## config.mk

```make
export PLATFORM = sky130hd
export DESIGN_NAME = instr_sequencer
export DESIGN_NICKNAME = d
export VERILOG_FILES = /design/src/rtl/instr_sequencer.sv
export SDC_FILE = /design/constraint.sdc
export NUM_CORES = 1
export LEC_CHECK = 0
export BUFFER_PORTS_ARGS = -buffer_cell sky130_fd_sc_hd__buf_2
export CORE_MARGIN = 10
export CORE_UTILIZATION = 50
export DETAILED_ROUTE_END_ITERATION = 6
export GPL_TIMING_DRIVEN = 0
export HOLD_SLACK_MARGIN = 0.1
export PLACE_DENSITY = 0.68
export SYNTH_ARGS = -nofsm -noshare
export SYNTH_HDL_FRONTEND = slang
export SYNTH_SLANG_ARGS = --single-unit
```

## constraint.sdc

```tcl
create_clock -name clk -period 3.37 [get_ports clk]
set_clock_uncertainty 0.2 [all_clocks]
set_input_delay 0.337 -clock clk [delete_from_list [all_inputs] [get_ports clk]]
set_output_delay 0.337 -clock clk [all_outputs]
set_load 0.1 [all_outputs]
```

## src/rtl/instr_sequencer.sv

```systemverilog
// rtl/instr_sequencer.sv - program store plus PC that issues held instruction words to the CPU
//
// Ports:
//   clk, rst        - rising-edge clock, synchronous active-high reset
//   prog_we/addr/data - program store write port, honoured only when not running
//   start           - begin a run at address 0 (ignored while running or while writing)
//   instruction     - registered word to the CPU, NOP_WORD when nothing is issued
//   instr_valid     - instruction carries a program word
//   pc              - registered address of the word being issued
//   busy / done     - registered state decode (RUN / DONE)
module instr_sequencer #(
    parameter int                   INSTR_WIDTH = 20,
    parameter int                   PC_BITS     = 5,
    parameter int                   HOLD_CYCLES = 3,
    parameter logic [INSTR_WIDTH-1:0] NOP_WORD  = 20'h00000,
    parameter logic [INSTR_WIDTH-1:0] HALT_WORD = 20'hFFFFF
) (
    input  logic                   clk,
    input  logic                   rst,
    input  logic                   prog_we,
    input  logic [PC_BITS-1:0]     prog_addr,
    input  logic [INSTR_WIDTH-1:0] prog_data,
    input  logic                   start,
    output logic [INSTR_WIDTH-1:0] instruction,
    output logic                   instr_valid,
    output logic [PC_BITS-1:0]     pc,
    output logic                   busy,
    output logic                   done
);

    localparam int DEPTH = 2 ** PC_BITS;
    localparam logic [3:0] HOLD_LAST = 4'(HOLD_CYCLES - 1);
    localparam logic [PC_BITS-1:0] PC_LAST = PC_BITS'(DEPTH - 1);

    typedef enum logic [1:0] {
        ST_IDLE = 2'd0,
        ST_RUN  = 2'd1,
        ST_DONE = 2'd2
    } state_t;

    logic [INSTR_WIDTH-1:0] mem_q [DEPTH];

    state_t                 state_q, state_d;
    logic [INSTR_WIDTH-1:0] instr_q, instr_d;
    logic                   valid_q, valid_d;
    logic [PC_BITS-1:0]     pc_q, pc_d;
    logic [3:0]             hold_q, hold_d;
    logic                   busy_q, busy_d;
    logic                   done_q, done_d;

    logic                   mem_we;
    logic [PC_BITS-1:0]     pc_inc;
    logic [INSTR_WIDTH-1:0] next_word;
    logic [INSTR_WIDTH-1:0] first_word;

    // The store is frozen during a run, so the read path never sees a
    // same-cycle write to the word it is fetching.
    assign mem_we     = prog_we && (state_q != ST_RUN);
    assign pc_inc     = pc_q + PC_BITS'(1);
    assign next_word  = mem_q[pc_inc];
    assign first_word = mem_q[0];

    // Store is deliberately outside reset so a program survives rst.
    always_ff @(posedge clk) begin
        if (mem_we) begin
            mem_q[prog_addr] <= prog_data;
        end
    end

    always_comb begin
        state_d = state_q;
        instr_d = instr_q;
        valid_d = valid_q;
        pc_d    = pc_q;
        hold_d  = hold_q;

        case (state_q)
            ST_IDLE, ST_DONE: begin
                // A simultaneous write wins over start.
                if (start && !prog_we) begin
                    pc_d   = '0;
                    hold_d = '0;
                    if (first_word == HALT_WORD) begin
                        state_d = ST_DONE;
                        instr_d = NOP_WORD;
                        valid_d = 1'b0;
                    end else begin
                        state_d = ST_RUN;
                        instr_d = first_word;
                        valid_d = 1'b1;
                    end
                end
            end
            ST_RUN: begin
                if (hold_q < HOLD_LAST) begin
                    hold_d = hold_q + 4'd1;
                end else if (pc_q == PC_LAST || next_word == HALT_WORD) begin
                    // pc keeps the last issued address; no wrap at end of store.
                    state_d = ST_DONE;
                    instr_d = NOP_WORD;
                    valid_d = 1'b0;
                    hold_d  = '0;
                end else begin
                    pc_d    = pc_inc;
                    instr_d = next_word;
                    hold_d  = '0;
                end
            end
            default: begin
                state_d = ST_IDLE;
                instr_d = NOP_WORD;
                valid_d = 1'b0;
                pc_d    = '0;
                hold_d  = '0;
            end
        endcase

        busy_d = (state_d == ST_RUN);
        done_d = (state_d == ST_DONE);
    end

    always_ff @(posedge clk) begin
        if (rst) begin
            state_q <= ST_IDLE;
            instr_q <= NOP_WORD;
            valid_q <= 1'b0;
            pc_q    <= '0;
            hold_q  <= '0;
            busy_q  <= 1'b0;
            done_q  <= 1'b0;
        end else begin
            state_q <= state_d;
            instr_q <= instr_d;
            valid_q <= valid_d;
            pc_q    <= pc_d;
            hold_q  <= hold_d;
            busy_q  <= busy_d;
            done_q  <= done_d;
        end
    end

    assign instruction = instr_q;
    assign instr_valid = valid_q;
    assign pc          = pc_q;
    assign busy        = busy_q;
    assign done        = done_q;

endmodule

```

==> After elaboration in Yosys (flattened, before gate mapping) <==
Memories as Yosys holds them, arrays and structs flattened.
Cells that the tools add are included.
Widths: inputs -> output; s select.
{ "word_totals": {"register_bits": 34, "ramBits": 640, "wordCells": 56, "mem_count": 1} }
{ "mem_list": {"columns": ["name", "words", "word_bits", "read_ports", "rd_ports_with_merged_regs", "wr", "line_no", "source"], "rows": [
  ["mem_q", 32, 20, 2, 0, 1, "41", "logic [INSTR_WIDTH-1:0] mem_q [DEPTH];"]
]} }
{ "classes": {"addsub": 2, "n_lt_le_gt_ge": 1, "n_eq_ne": 12, "mux": 24, "n_reduce_logical": 9} }
{ "ops": {"columns": ["operator", "count"], "rows": [
  ["$mux 20", 4],
  ["$eq 20x20->1 const B", 2],
  ["$pmux 20 s2", 1],
  ["$mux 5", 3],
  ["$pmux 5 s2", 1],
  ["$mux 2", 4],
  ["$mux 4", 2],
  ["$ne 2x2->1 const B", 4],
  ["$pmux 4 s2", 1],
  ["$mux 1", 6],
  ["$reduce_and 3->1", 2],
  ["$add 5x1->5 const B", 1],
  ["$eq 5x5->1 const B", 1],
  ["$add 4x1->4 const B", 1],
  ["$eq 2x1->1 const B", 2],
  ["$eq 2x2->1 const B", 2],
  ["$lt 4x2->1 const B", 1],
  ["$pmux 2 s2", 1],
  ["$logic_and 1x1->1", 2],
  ["$logic_not 2->1", 1],
  ["$ne 2x1->1 const B", 1],
  ["$pmux 1 s2", 1],
  ["$reduce_and 2->1", 1],
  ["$reduce_or 2->1", 1],
  ["2 further kinds", 2]
]} }

==> Depth between registers and ports, before layout <==
Gate-level depths: netlist of the first run.
An unclocked memory read counts as a cell.
{ "depth": {"ltp_word": 8, "ltp_mapped": 17, "mapped_depth_nobuf": 12} }

==> Worst setup path before layout of the first run <==
Ideal clock, no wire load.
{ "synth_path": {"path_type": "reg2reg", "start": "register pc_q[1] (netlist: pc[1])", "end": "register instr_q[10] (netlist: instruction[10])", "arrival_time_ns": 4.016, "path_slack_ns": -0.960, "stages_incl_launch_ff": 16, "synth_period_minus_slack_ns": 4.330, "cell_sequence": "dfxtp_1 > ha_1 > buf_4 > and3_1 > ha_1 > and2_1 > buf_2 > clkbuf_1 > a32o_1 > a31oi_1 > nand4_1 > or4_4 > o211ai_4 > nor3_2 > buf_2 > a21o_1"} }
{ "synth_between": {"elab_chain_len": 7} }
{ "synth_lines": {"columns": ["item", "line_no", "source"], "rows": [
  ["start: declaration", "46", "logic [PC_BITS-1:0] pc_q, pc_d;"],
  ["start signal: assignment", "135", "pc_q <= pc_d;"],
  ["$add 5x1->5", "59", "assign pc_inc = pc_q + PC_BITS'(1);"],
  ["$mem_v2 32x20", null, null],
  ["$eq 20x20->1", "97", "end else if (pc_q == PC_LAST || next_word == HALT_WORD) begin"],
  ["$logic_or 1x1->1", "97", null],
  ["$mux 20 *", "97", null],
  ["$mux 20 *", "95", "if (hold_q < HOLD_LAST) begin"],
  ["$pmux 20 s2 *", "77", "case (state_q)"],
  ["end signal: assignment", "133", "instr_q <= instr_d;"],
  ["end: declaration", "44", "logic [INSTR_WIDTH-1:0] instr_q, instr_d;"]
]} }
Every way passes the cells marked *; elsewhere a longest branch is shown, timed or not. The select of a mux whose other input is x is not followed.
A chain may end at the register's enable or synchronous reset.

==> Worst setup path after layout of the first run <==
{ "layout_path": {"start": "register pc_q[0] (netlist: pc[0])", "end": "register pc_q[1] (netlist: pc[1])"} }
{ "layout_between": {"elab_chain_len": 6} }
{ "layout_lines": {"columns": ["item", "line_no"], "rows": [
  ["$add 5x1->5", "59"],
  ["$mem_v2 32x20", null],
  ["$eq 20x20->1", "97"],
  ["$logic_or 1x1->1", "97"],
  ["$ne 2x2->1 (no source line)", null],
  ["$reduce_and 3->1 (no source line)", null]
]} }
Parallel ways exist; a longest one is shown, timed or not. The select of a mux whose other input is x is not followed.

==> results of run 1 <==
-- layout make-up --
type | instances | area [µm²] | area share (%)
Sequential cell | 674 | 19900 | 61.9
Multi-Input combinational cell | 552 | 6470 | 20.1
Clock buffer | 84 | 1850 | 5.74
Timing Repair Buffer | 174 | 1700 | 5.29
Buffer | 66 | 923 | 2.87
Tap cell | 688 | 861 | 2.68
Clock inverter | 42 | 400 | 1.24
Inverter | 13 | 56.3 | 0.175
-- final timing paths --
kind                            slack (ps)          start  cells past startpoint       endpoint
worst max-delay path                  -390          pc[0]                     15          pc[1]
worst min-delay path                   130  prog_data[10]                      1  mem_q[21][10]
worst max register to register        -390          pc[0]                     15          pc[1]
worst min register to register         300      hold_q[3]                      1      hold_q[3]
-- per-layer routing --
metal	GRT usage (%)	wire, µm	vias up
li1	-	-	5892
met1	30.3	27400	7654
met2	36.0	34400	880
met3	4.60	7220	177
met4	9.37	3190	2
met5	0	8	-
-- synth_stat cells (18+ instances only) --
master | instances | area share (%)
a21o_1 | 21 | 0.60
a21oi_1 | 22 | 0.42
a22o_1 | 20 | 0.66
buf_4 | 20 | 0.57
buf_6 | 18 | 0.77
dfxtp_1 | 34 | 2.6
edfxtp_1 | 640 | 73
mux2i_1 | 69 | 2.6
mux4_2 | 142 | 12
nand2_1 | 68 | 0.97
nand3_1 | 25 | 0.47
nor2_1 | 47 | 0.67
-- repair_timing --
action,CTS,global route
setup endpoints to repair,30,30
setup buffers,44,31
hold buffers,21,0
hold endpoints to repair,616,0
gates cloned,2,0
resized for setup,124,44
pin swaps,20,27
-- worst max-delay path, stage by stage, from the launching register on --
cell,delay (ps)
dfxtp_4,380
ha_4,340
buf_12,170
buf_12,150
buf_12,150
buf_8,110
mux2i_1,70
a22oi_1,130
nand3_1,180
a31oi_4,270
nand4_1,180
or4_4,560
o211ai_4,220
nor3_4,90
buf_6,190
a32o_1,210
-- where the power goes --
group / total, mW / leakage (nW) / internal, mW / switching [mW]
registers: 9.28 / 6.04 / 9.24 / 0.0449
clock network: 7.58 / 1.10 / 4.45 / 3.13
logic: 0.763 / 3.20 / 0.227 / 0.536
total: 17.6 / 10.3 / 13.9 / 3.71
-- metrics by stage --
| step | cell area, µm² | power [mW] | hold slack [ps] | instances |
|---|---|---|---|---|
| after detailed placement | 28400 | 10.1 | 293 | 2072 |
| after floorplan | 26500 | 9.84 | 236 | 1308 |
| after global routing | 32200 | 18.1 | 120 | 2293 |
| after global placement | 27600 | 10.1 | 285 | 2052 |
| final | 32200 | 17.6 | 126 | 2293 |
| after CTS | 31700 | 17.6 | 106 | 2262 |
-- state kept, by name, summed over array words and instances, names as in the netlist --
register,cells
instr_valid,1
pc,5
mem_q,640
hold_q,4
instruction,20
done,1
state_q,2
busy,1
-- logic make-up after synthesis --
kind of cell | after synthesis
flops | 674
mux | 213
simple gates | 196
compound gates | 136
buf+inv | 82
xor+xnor | 4
fa+ha+maj | 3
==> key figures, run 1 <==
Critical path
  • Worst Path Max Fanout: 8
  • CP Data Arrival Time: 4050 ps
  • Crit Path Class: flop to flop
  • Critical path data required time: ~3700 ps
  • CP Launch Type: flop
  • Setup crit end kind: flop

Cells and area
  • Final-stage net count: roughly 1600
  • Fraction of layout cells with a size suffix above 1: ~34%
  • Final Util: about three fifths
  • Diodes inserted: 0
  • Commonest cells after routing, fill and taps aside: 640 x edfxtp_1, 142 x mux4_2, 73 x clkbuf_16
  • Commonest non-fill, non-tap cell in the layout: edfxtp_1
  • Layout area overhead: 21.8%
  • Fill cells: 3526

STA
  • Slew headroom: 30.9%
  • Final Hold Viols: 0
  • Tmin final: between 3000 and 4000 ps
  • Worst-Margin Slew: about 1000 ps
  • Fmax: 266 MHz
  • Tcrit/Tclk final: 112%
  • Pins Over Slew Limit: 0
  • RSZ-0062 raised after global routing: true
  • Final Setup Violations: 30
  • TNS Setup: -10000 ps
  • Post-route worst setup slack: -394 ps

Outcome
  • Status: finished with violations
  • Violated checks: design-rule violations, negative setup slack

Route
  • WL final: around 70000 µm
  • DRT Pass-1 Iters: 7
  • Drt wl/cell: 31.5 µm
  • Final antenna-violating net count: 0
  • Initial DRC Count: ~1900
  • DR DRC count: 1
  • Via count: 14600
  • Via-to-Cell Ratio: between 6 and 7

Die
  • Die H: between 200 and 250 µm
  • Starting Density: 50.4%
  • Row cnt: 84
  • Chip Width: 250 µm
  • IO Count: 57
  • Core area: between 50000 and 60000 µm²
  • Die area: ~62000 µm²

Synth
  • Async SR Flop Fraction: 0%
  • Post-synth cell types: 57
  • Yosys reg bits: around 670
  • Post-synth EDFFs: between 600 and 700
  • Post-synthesis adder-cell area fraction: less than 1%
  • Simple-gate portion of the synthesized area: between 3 and 4%
  • Syn Inst Count: roughly 1300
  • Syn Nets: 1340
  • Multiplexer share of the synthesized area: roughly 15%
  • Largest family of logic cells by synthesized area: multiplexers
  • Synthesis warning total: 0
  • Post-Synth XOR/XNOR Area: less than 1%
  • Compound-Gate Fraction of Synth Area: 3.79%
  • Sequential fraction of the synthesis area: approximately three quarters
  • Syn Std Cell Area: about 26000 µm²
  • Mean Syn Cell Area: between 20 and 25 µm²
  • Primary FF master, synth: edfxtp_1

Clock network
  • Number of H-tree levels: 3
  • Clock Latency Late Sink: around 600 ps
  • Total clock buffers created by CTS: 69
  • Clock slew at reported path FFs: approximately 60 ps
  • CTS tree: built
  • Clock sinks: roughly 670
  • Max clock buf depth: 3
  • Root Driver: clkbuf_16

Placement
  • Post-placement setup slack: -1530 ps
  • I/O Buffers: 56
  • HPWL Detailed: between 40000 and 50000 µm
  • GP Congestion: between 0.8 and 0.9

Run
  • MaxCap Viol Count: 0

Power
  • Max VDD drop: 0.350 mV
  • Cell Pwr Density: approximately 550 nW/µm²
  • Leak: between 10 and 15 nW

Global route
  • Total GRT Usage: a little under a quarter
  • Antenna violations before repair: 2
  • Grt total ovfl: 0
  • Vias in the first global route: approximately 15000
  • Largest net degree at the start of global routing: 33
  • First-pass GRT wire length: 103000 µm

Worst hold path
  • Min-delay worst type: input pin to flop
Power figures use the tool's default switching activity.
==> inputs of run 2 (changes only) <==
- CORE_UTILIZATION: 50 -> 35
- PLACE_DENSITY: 0.68 -> default
==> key figures, run 2 (same netlist as run 1, synthesis figures left out) <==
Placement
  • Placed cell count: 2354 (was 2072)
  • GP Congestion: 0.843 (was 0.879)
  • I/O Buffers: 56 (unchanged)
  • HPWL Detailed: 47400 µm (was 44700 µm)
  • Instance area at placement: 28800 µm² (was 28400 µm²)

Cells and area
  • Layout area overhead: 24.6% (was 21.8%)
  • Final-stage net count: 1597 (was 1582)
  • Fin cells: 2593 (was 2293)
  • Commonest cells after routing, fill and taps aside: 640 x edfxtp_1, 142 x mux4_2, 82 x clkbuf_16 (was 640 x edfxtp_1, 142 x mux4_2, 73 x clkbuf_16)
  • Max reg flops: 640 (unchanged)
  • Fraction of layout cells with a size suffix above 1: 34.5% (was 34.0%)
  • Top reg by flops: mem_q (unchanged)
  • Commonest non-fill, non-tap cell in the layout: edfxtp_1 (unchanged)
  • Design area: 32900 µm² (was 32200 µm²)

Critical path
  • CP Launch Type: flop (unchanged)
  • R2R Path End: pc[2] (was pc[1])
  • Launch point of the worst reg-to-reg path: pc[0] (unchanged)
  • Reg2Reg Setup Slack: -430 ps (was -390 ps)
  • Critical path data required time: 3710 ps (was 3660 ps)
  • CP Data Arrival Time: 4140 ps (was 4050 ps)
  • Reg2Reg Depth: 14 (was 15)
  • Worst Path Max Fanout: 10 (was 8)
  • Setup crit end kind: flop (unchanged)
  • Crit Path Class: flop to flop (unchanged)

Global route
  • Antenna violations before repair: 1 (was 2)
  • Total GRT Usage: 17.0% (was 22.7%)
  • Vias in the first global route: 14300 (was 14500)
  • First-pass GRT wire length: 106000 µm (was 103000 µm)
  • Largest net degree at the start of global routing: 33 (unchanged)
  • Grt total ovfl: 0 (unchanged)

Clock network
  • Clock slew at reported path FFs: 60 ps (about the same)
  • Total clock buffers created by CTS: 71 (was 69)
  • CTS tree: built (unchanged)
  • Number of H-tree levels: 3 (unchanged)
  • Clock sinks: 674 (unchanged)
  • Root Driver: clkbuf_16 (unchanged)
  • Max clock buf depth: 3 (unchanged)
  • Clock Latency Late Sink: 610 ps (was 600 ps)

Power
  • Cell Pwr Density: 543 nW/µm² (was 548 nW/µm²)
  • Tot Pwr: 17.9 mW (was 17.6 mW)
  • Switch share: 21.2% (was 21.1%)
  • Flop pwr share: 52.0% (was 52.7%)
  • Leak: 10.5 nW (was 10.3 nW)
  • Clock share of power: 43.7% (was 43.0%)
  • Combinational share of power: 4.3% (about the same)
  • NetSw: 3.80 mW (was 3.71 mW)
  • Total internal power: 14.1 mW (was 13.9 mW)
  • Max VDD drop: 0.249 mV (was 0.350 mV)

Die
  • Die area: 86900 µm² (was 62400 µm²)
  • IO Count: 57 (unchanged)
  • Core area: 74600 µm² (was 52400 µm²)
  • Row cnt: 100 (was 84)
  • Die H: 295 µm (was 250 µm)
  • Chip Width: 295 µm (was 250 µm)
  • Starting Density: 35.4% (was 50.4%)

Worst hold path
  • HP Start: prog_we (was prog_data[10])
  • Min-delay worst type: input pin to flop (unchanged)
  • Hold depth: 6 (was 1)
  • Hold path endpoint: done (was mem_q[21][10])

STA
  • Tcrit/Tclk final: 113% (was 112%)
  • Slew headroom: 29.9% (was 30.9%)
  • Tmin final: 3800 ps (was 3760 ps)
  • Pins Over Slew Limit: 0 (unchanged)
  • Fmax: 263 MHz (was 266 MHz)
  • Worst-Margin Slew: 1040 ps (about the same)
  • Final Hold Viols: 0 (unchanged)
  • RSZ-0062 raised after global routing: true (unchanged)
  • Post-route worst setup slack: -427 ps (was -394 ps)
  • Final Setup Violations: 30 (unchanged)

Outcome
  • Status: finished with violations (unchanged)
  • Violated checks: negative setup slack (was design-rule violations, negative setup slack)

Route
  • Via-to-Cell Ratio: 5.57 (was 6.37)
  • Drt wl/cell: 29.1 µm (was 31.5 µm)
  • Via count: 14400 (was 14600)
  • DR DRC count: 0 (was 1)
  • DRT Pass-1 Iters: 5 (was 7)
  • Final antenna-violating net count: 0 (unchanged)
  • WL final: 75400 µm (was 72100 µm)
  • Initial DRC Count: 1601 (was 1877)

Run
  • MaxCap Viol Count: 0 (unchanged)
-- run 2: changes by cell type in the layout (fill, tap and decap cells not counted), sizes merged --
| cell | change |
|---|---|
| buf | +6 |
| diode | +2 |
| clkinvlp | +2 |
| inv | +1 |
| clkbuf | +6 |
| dlygate4sd3 | +2 |
-- run 2: layout make-up --
| class | count | area, µm² |
|---|---|---|
| fill | 6310 | 41700 |
| tap | 969 | 1210 |
| sequential | 674 | 19900 |
| antenna | 2 | 5.00 |
| buffer | 66 | 952 |
| multi-input combinational | 552 | 6500 |
| clock buffer | 85 | 1920 |
| clock inverter | 45 | 395 |
| timing repair buffer | 187 | 1940 |
| inverter | 13 | 56.3 |
-- run 2: worst max-delay path: stages, from the launching register on --
cell	delay [ps]
dfxtp_4	370
ha_4	370
buf_12	190
buf_8	180
buf_12	180
mux4_2	330
mux4_2	480
o21ai_2	160
a31oi_2	80
nand4_1	150
buf_4	170
o211ai_4	110
buf_4	170
a2111oi_1	400
nand2b_1	160
-- run 2: metal layers --
metal | track usage [%] | vias up | part of all wire (%)
li1 | - | 5928 | -
met1 | 23.8 | 7703 | 43
met2 | 26.0 | 678 | 46
met3 | 4.04 | 134 | 8.5
met4 | 5.21 | 2 | 2.8
met5 | 0 | - | 0.016
-- run 2: power by group through the flow --
stage / logic [mW] / registers (mW) / clock network, mW
after global routing: 0.816 / 9.29 / 8.24
after detailed placement: 0.692 / 9.46 / 0
after global placement: 0.634 / 9.46 / 0
after CTS: 0.748 / 9.28 / 7.92
final: 0.775 / 9.29 / 7.81
after floorplan: 0.236 / 9.61 / 0
-- run 2: what timing repair did --
item                                    4_1_cts  5_1_grt
gates cloned                                  2        5
setup buffers                                35       45
hold endpoints to repair                    648        0
hold buffers                                 23        0
endpoints found under the setup margin       30       30
pin swaps                                    34       27
resized for setup                           138       36
-- run 2: per-stage QoR --
| step | utilization, % | TNS, ps | hold WS, ps | worst slack (ps) |
|---|---|---|---|---|
| 5_1_grt | 44.1 | -11550 | 212 | -475 |
| 4_1_cts | 43.3 | -8230 | 126 | -348 |
| 2_1_floorplan | - | -4590 | 236 | -222 |
| 3_3_place_gp | 37.5 | -442190 | 284 | -1570 |
| 6_report | 44.1 | -9980 | 186 | -427 |
| 3_5_place_dp | 38.6 | -44000 | 304 | -1600 |
-- run 2: how the worst max path moves through the flow --
stage	end	cells past startpoint	slack (ps)	from
2_1_floorplan	pc[1]	15	-220	pc[1]
3_3_place_gp	instruction[7]	13	-1570	pc[1]
3_5_place_dp	instruction[4]	13	-1600	pc[1]
4_1_cts	pc[1]	13	-350	pc[0]
5_1_grt	pc[2]	15	-470	pc[0]
6_report	pc[2]	14	-430	pc[0]
